--- src/rtl/sc_vga_fb_reader.sv ---
// 640x480@60 Hz monochrome VGA scan-out of the D_MEM frame buffer (byte 0x5000, 1 bpp).
// Define SC_VGA_TEST_PATTERN_EN to add the TestPatternEn input and the checkerboard pattern.
module sc_vga_fb_reader #(
  parameter int unsigned CLK_PER_PIXEL = 2,
  parameter logic [13:0] FB_WORD_BASE  = 14'h1400,
  parameter logic [11:0] FG_COLOR      = 12'hFFF,
  parameter logic [11:0] BG_COLOR      = 12'h000
) (
`ifdef SC_VGA_TEST_PATTERN_EN
  input  logic        TestPatternEn,
`endif
  input  logic        Clk,
  input  logic        Rst,
  output logic        FbRdEn,
  output logic [13:0] FbRdWordAddr,
  input  logic [31:0] FbRdData,
  output logic        VgaHsync,
  output logic        VgaVsync,
  output logic [3:0]  VgaRed,
  output logic [3:0]  VgaGreen,
  output logic [3:0]  VgaBlue
);

  localparam int unsigned TW = $clog2(CLK_PER_PIXEL);
  localparam logic [TW-1:0] TICK_LAST = TW'(CLK_PER_PIXEL - 1);

  localparam logic [9:0] H_VIS     = 10'd640;
  localparam logic [9:0] H_SYNC_S  = 10'd656;
  localparam logic [9:0] H_SYNC_E  = 10'd751;
  localparam logic [9:0] H_LAST    = 10'd799;
  localparam logic [9:0] H_PREF    = 10'd792;
  localparam logic [9:0] V_VIS     = 10'd480;
  localparam logic [9:0] V_SYNC_S  = 10'd490;
  localparam logic [9:0] V_SYNC_E  = 10'd491;
  localparam logic [9:0] V_LAST    = 10'd524;
  localparam logic [6:0] GRP_PER_LINE = 7'd80;

  logic [TW-1:0] r_tick_cnt;
  logic [9:0]    r_hcnt;
  logic [9:0]    r_vcnt;
  logic          r_fb_rd_en;
  logic [13:0]   r_fb_addr;
  logic [1:0]    r_lane;
  logic          r_rd_pend;
  logic [7:0]    r_staging;
  logic [7:0]    r_shift;
  logic          r_hsync;
  logic          r_vsync;
  logic [11:0]   r_rgb;

  logic          w_tick;
  logic          w_test_pat;
  logic [9:0]    w_hcnt_nxt;
  logic [9:0]    w_vcnt_nxt;
  logic          w_grp_start;
  logic [6:0]    w_fgrp;
  logic [9:0]    w_fy;
  logic [7:0]    w_frow;
  logic [13:0]   w_word_idx;
  logic [13:0]   w_rd_addr;
  logic          w_issue;
  logic [7:0]    w_lane_byte;
  logic [7:0]    w_pix_bits;
  logic          w_pix_on;
  logic          w_visible;
  logic          w_hsync_nxt;
  logic          w_vsync_nxt;
  logic [11:0]   w_rgb_nxt;

`ifdef SC_VGA_TEST_PATTERN_EN
  assign w_test_pat = TestPatternEn;
`else
  assign w_test_pat = 1'b0;
`endif

  assign w_tick = (r_tick_cnt == TICK_LAST);

  always_comb begin
    w_hcnt_nxt = r_hcnt + 10'd1;
    w_vcnt_nxt = r_vcnt;
    if (r_hcnt == H_LAST) begin
      w_hcnt_nxt = '0;
      w_vcnt_nxt = (r_vcnt == V_LAST) ? 10'd0 : r_vcnt + 10'd1;
    end
  end

  // Prefetch target is the next 8-pixel group, possibly on the following line.
  always_comb begin
    w_grp_start = (r_hcnt[2:0] == 3'd0);
    w_fgrp      = 7'd0;
    w_fy        = r_vcnt;
    if (r_hcnt >= H_PREF) begin
      w_fy = (r_vcnt == V_LAST) ? 10'd0 : r_vcnt + 10'd1;
    end else begin
      w_fgrp = r_hcnt[9:3] + 7'd1;
    end
    w_frow     = w_fy[9:2];
    w_word_idx = {w_frow, 6'b0} + {2'b0, w_frow, 4'b0} + {7'b0, w_fgrp};
    w_rd_addr  = FB_WORD_BASE + w_word_idx;
    w_issue    = w_tick && w_grp_start && (w_fgrp < GRP_PER_LINE) && (w_fy < V_VIS)
                 && !w_test_pat;
  end

  assign w_lane_byte = FbRdData[8*r_lane +: 8];

  // At a group boundary Shift is being reloaded this tick, so take the bit from Staging.
  always_comb begin
    w_pix_bits  = w_grp_start ? r_staging : r_shift;
    w_pix_on    = w_test_pat ? (r_hcnt[3] ^ r_vcnt[3]) : w_pix_bits[r_hcnt[2:0]];
    w_visible   = (r_hcnt < H_VIS) && (r_vcnt < V_VIS);
    w_hsync_nxt = !((r_hcnt >= H_SYNC_S) && (r_hcnt <= H_SYNC_E));
    w_vsync_nxt = !((r_vcnt >= V_SYNC_S) && (r_vcnt <= V_SYNC_E));
    w_rgb_nxt   = 12'h000;
    if (w_visible) begin
      w_rgb_nxt = w_pix_on ? FG_COLOR : BG_COLOR;
    end
  end

  always_ff @(posedge Clk) begin
    if (Rst) begin
      r_tick_cnt <= '0;
      r_hcnt     <= H_PREF;
      r_vcnt     <= V_LAST;
    end else if (w_tick) begin
      r_tick_cnt <= '0;
      r_hcnt     <= w_hcnt_nxt;
      r_vcnt     <= w_vcnt_nxt;
    end else begin
      r_tick_cnt <= r_tick_cnt + TW'(1);
    end
  end

  // Read data returns one Clk after FbRdEn; r_rd_pend marks that cycle.
  always_ff @(posedge Clk) begin
    if (Rst) begin
      r_fb_rd_en <= 1'b0;
      r_fb_addr  <= '0;
      r_lane     <= '0;
      r_rd_pend  <= 1'b0;
      r_staging  <= '0;
    end else begin
      r_rd_pend  <= r_fb_rd_en;
      r_fb_rd_en <= w_issue;
      if (w_issue) begin
        r_fb_addr <= w_rd_addr;
        r_lane    <= w_fy[1:0];
      end
      if (r_rd_pend) begin
        r_staging <= w_lane_byte;
      end
    end
  end

  always_ff @(posedge Clk) begin
    if (Rst) begin
      r_shift <= '0;
      r_hsync <= 1'b1;
      r_vsync <= 1'b1;
      r_rgb   <= '0;
    end else if (w_tick) begin
      if (w_grp_start && (r_hcnt < H_VIS)) begin
        r_shift <= r_staging;
      end
      r_hsync <= w_hsync_nxt;
      r_vsync <= w_vsync_nxt;
      r_rgb   <= w_rgb_nxt;
    end
  end

  assign FbRdEn       = r_fb_rd_en;
  assign FbRdWordAddr = r_fb_addr;
  assign VgaHsync     = r_hsync;
  assign VgaVsync     = r_vsync;
  assign VgaRed       = r_rgb[11:8];
  assign VgaGreen     = r_rgb[7:4];
  assign VgaBlue      = r_rgb[3:0];

endmodule
--- config.mk ---
export PLATFORM = sky130hd
export DESIGN_NAME = sc_vga_fb_reader
export DESIGN_NICKNAME = d
export VERILOG_FILES = /design/src/rtl/sc_vga_fb_reader.sv
export SDC_FILE = /design/constraint.sdc
export NUM_CORES = 1
export LEC_CHECK = 0
export ABC_AREA = 1
export BUFFER_PORTS_ARGS = -buffer_cell sky130_fd_sc_hd__buf_4
export CELL_PAD_IN_SITES_DETAIL_PLACEMENT = 1
export CELL_PAD_IN_SITES_GLOBAL_PLACEMENT = 1
export CORE_UTILIZATION = 41
export DETAILED_ROUTE_END_ITERATION = 6
export PLACE_DENSITY_LB_ADDON = 0.15
export SYNTH_ARGS = -nofsm -noshare
export SYNTH_HDL_FRONTEND = slang
export SYNTH_SLANG_ARGS = --single-unit
export TNS_END_PERCENT = 100
--- constraint.sdc ---
create_clock -name Clk -period 3.2 [get_ports Clk]
set_input_delay 0.16 -clock Clk [delete_from_list [all_inputs] [get_ports Clk]]
set_output_delay 0.16 -clock Clk [all_outputs]
set_load 0.02 [all_outputs]
==> results.yml <==
finish:
  drive_gt1_share_pct: 22.7
  antennaDiodeCount: 0
  num-fill-cells: 1159
  area_growth_pct: 20.7
  final_core_util_pct: 52.0
  num-nets-final: 665
clock_network:
  path_clk_slew_ps: 70
  clock_latency_ps: 340
  clock_sinks: 58
  cts_made_buffers: 9
  clk_path_buf_depth: 2
  clockRootBuffer: "clkbuf_8"
  cts_hold_buf: 0
  h-tree-depth: 3
  cts_tree: "done"
route:
  drt_iter0_markers: 143
  drt_first_pass_iters: 5
  ant_nets: 0
  routedWlPerCell_um: 15.5
  drt_wl_total_um: 11200
  route.detailed.drc: 0
  vias: 3760
  avgViaCountPerCell: 5.22
setup_path:
  critical_path_peak_fanout: 6
  cp_slowest_cell: "dfxtp_2"
  cp.arrival_ps: 3270
  cpPeakStageDelay_ps: 390
  cp-start-kind: "flop"
  r2r_slack_ps: 170
  r2r_start: "r_vcnt[1]$_SDFFE_PP0P_"
  ff2ff_path_depth: 19
  critical_path_required_ps: 3440
  crit_top_cell: "nand2_1"
  end_kind: "flop"
  worst-setup-path-type: "reg -> reg"
  rr_endpoint: "FbRdWordAddr[11]$_SDFFE_PP0P_"
  path_cells: "ha_1 > nand2_1 > nor2_4 > nand2_1 > o21ai_0 > o21ai_0 > nand2_1 > o21ai_0 > ha_1 > inv_1 > ha_2 > nand2_1 > inv_1 > nand4_1 > nand2_1 > xor2_1 > nand3_1 > nand2_1 > nor2_1"
sta:
  grt_setup_unrepaired: "yes"
  fin_skew_ps: 7.30
  layout_setup_ws_ps: 175
  setup_tns_ps: 0
  finalCriticalPeriod_ps: 3030
  fmax_ghz: 0.331
  finalSetupViolCount: 0
  max-slew-margin-rel_pct: 40.2
  tightest_slew_ps: 889
  holdWs_ps: 139
  hold_violations: 0
  fin_crit_sh_pct: 94.5
  maxSlewViolCount: 0
flow_run:
  drv_cap: 0
floorplanning:
  die_y_um: 98.6
  die_area_mm2: 0.00973
  io_pins: 63
  die_x_um: 98.6
  rows: 34
  initial_core_util_pct: 43.1
  core_area_mm2: 0.00889
global_routing:
  grt_pass1_vias: 3909
  grt_pass1_wl_um: 18800
  grt_start_max_net_pins: 27
  grt_overflow: 0
  antenna_found_initial: 0
  grt.total_usage_pct: 24.3
power:
  p_sw_mw: 0.464
  power_density_mw_per_mm2: 379
  p_seq_share_pct: 44.6
  swShare_pct: 26.5
  vdd_drop_max_mv: 0.190
  pwr-share-comb_pct: 13.7
  p_int_mw: 1.28
  leakage_nw: 2.23
  clockPowerShare_pct: 41.7
  total_power_mw: 1.75
hold_path:
  hold_depth: 2
  hold_end: "r_shift[7]$_SDFFE_PP0P_"
  min_from: "Rst"
  hold_path_class: "in -> reg"
place:
  post-place-ws_ps: -20.4
  gp_congestion: 0.888
  io_buffers: 62
  hpwl_um: 8320
synth:
  syn_area_mm2: 0.00383
  synthDistinctLibCells: 46
  synth_edf_count: 0
  yosysWarnings: 0
  synthFlopType: "dfxtp_1"
  synth_nets: 607
  syn_inst: 550
  ys_ff_latch: 58
  ys_seq_area_share_pct: 30.3
  synthArstFlopShare_pct: 0
  syn_area_per_cell_um2: 6.96
outcome:
  status: "finished clean"
[cells in the mapped netlist, types with 6 or more instances]
library cell | count | area, um^2
a21oi_2 | 10 | 87.6
xor2_1 | 7 | 61.3
mux2i_1 | 6 | 60.1
nand2_1 | 106 | 398
nand4_1 | 6 | 37.5
dfxtp_1 | 58 | 1160
nand3_1 | 37 | 185
o221ai_1 | 6 | 52.6
a21oi_1 | 21 | 105
nor2_1 | 70 | 263
buf_6 | 6 | 67.6
inv_1 | 66 | 248
nand2_2 | 7 | 43.8
ha_1 | 22 | 275
o21ai_0 | 43 | 215
buf_4 | 12 | 90.1
clkbuf_1 | 7 | 26.3
[worst max path at each step]
stage	from	slack (ps)	depth (start not counted)	end
after floorplan	r_vcnt[0]$_SDFFE_PP0P_	330	18	FbRdWordAddr[13]$_SDFFE_PP0P_
after global placement	r_vcnt[0]$_SDFFE_PP0P_	130	20	FbRdWordAddr[13]$_SDFFE_PP0P_
after detailed placement	r_vcnt[0]$_SDFFE_PP0P_	-20	20	FbRdWordAddr[13]$_SDFFE_PP0P_
after CTS	r_vcnt[0]$_SDFFE_PP0P_	30	19	FbRdWordAddr[13]$_SDFFE_PP0P_
after global routing	r_vcnt[0]$_SDFFE_PP0P_	-50	18	FbRdWordAddr[10]$_SDFFE_PP0P_
final	r_vcnt[1]$_SDFFE_PP0P_	170	19	FbRdWordAddr[11]$_SDFFE_PP0P_
[cell type report]
class	instances	area [um^2]	share of cell area [%]
Inverter	70	263	5.69
Tap cell	108	135	2.93
Multi-Input combinational cell	393	2260	49.0
Clock inverter	6	82.6	1.79
Timing Repair Buffer	76	583	12.6
Clock buffer	9	124	2.68
Sequential cell	58	1170	25.3
[state kept, by name, indices dropped and copies added (netlist names)]
name          flops
FbRdEn            1
FbRdWordAddr     14
VgaHsync          1
VgaVsync          1
r_hcnt           10
r_lane            2
r_rd_pend         1
r_rgb             1
r_shift           8
r_staging         8
r_tick_cnt        1
r_vcnt           10
[power groups by stage]
stage / Sequential [mW] / Clock [mW] / Combinational, mW
after floorplan: 0.805 / 0 / 0.139
after global placement: 0.796 / 0 / 0.233
after detailed placement: 0.798 / 0 / 0.238
after CTS: 0.782 / 0.747 / 0.240
after global routing: 0.784 / 0.773 / 0.269
final: 0.780 / 0.729 / 0.239
[timing repair]
action	CTS	global route
buffers inserted	1	5
resized for setup	4	21
pin swaps	1	6
setup endpoints to repair	1	6
[placed cells by master, fill, tap and decap left out, types with 4 or more instances in the layout]
master / instances
a21oi_1: 19
a21oi_2: 12
a31oi_1: 4
buf_4: 75
clkbuf_8: 9
dfxtp_1: 54
ha_1: 19
inv_1: 66
mux2i_1: 6
nand2_1: 106
nand2_2: 7
nand3_1: 34
nand3_2: 4
nand3b_1: 4
nand4_1: 6
nor2_1: 68
nor3_1: 5
o211ai_1: 5
o21ai_0: 39
o221ai_1: 6
o22ai_1: 5
xor2_1: 7
[critical path: cells and delay by family (launching register included)]
| family | cells | cell delay [ps] |
|---|---|---|
| DFF | 1 | 390 |
| and+or+nand+nor | 10 | 950 |
| adders and majority gates | 3 | 900 |
| buffers and inverters | 2 | 150 |
| xor gates and xnor gates | 1 | 140 |
| AOI/OAI and AO/OA | 3 | 380 |
[metal layers]
metal	part of all wire [%]	vias up	wire, um	track usage, %
met5	0	-	0	0
met4	1.5	0	163	8.50
met3	3.4	17	376	4.33
met2	47	74	5230	40.8
met1	48	1742	5400	31.5
li1	-	1927	-	-
[metrics by stage]
step	instances	area [um^2]
after floorplan	550	3830
after global placement	699	4300
after detailed placement	699	4300
after CTS	715	4520
after global routing	720	4620
final	720	4620
[logic make-up (layout without fill, tap and decap cells)]
logic type,after synthesis,after routing,share of synthesized area [%]
simple gates,246,246,28.3
compound gates,109,109,17.9
buf+inv,99,161,12.2
flops,58,58,30.3
fa+ha+maj,23,23,7.71
xor+xnor,9,9,2.06
mux,6,6,1.57
Power figures use the tool's default switching activity.
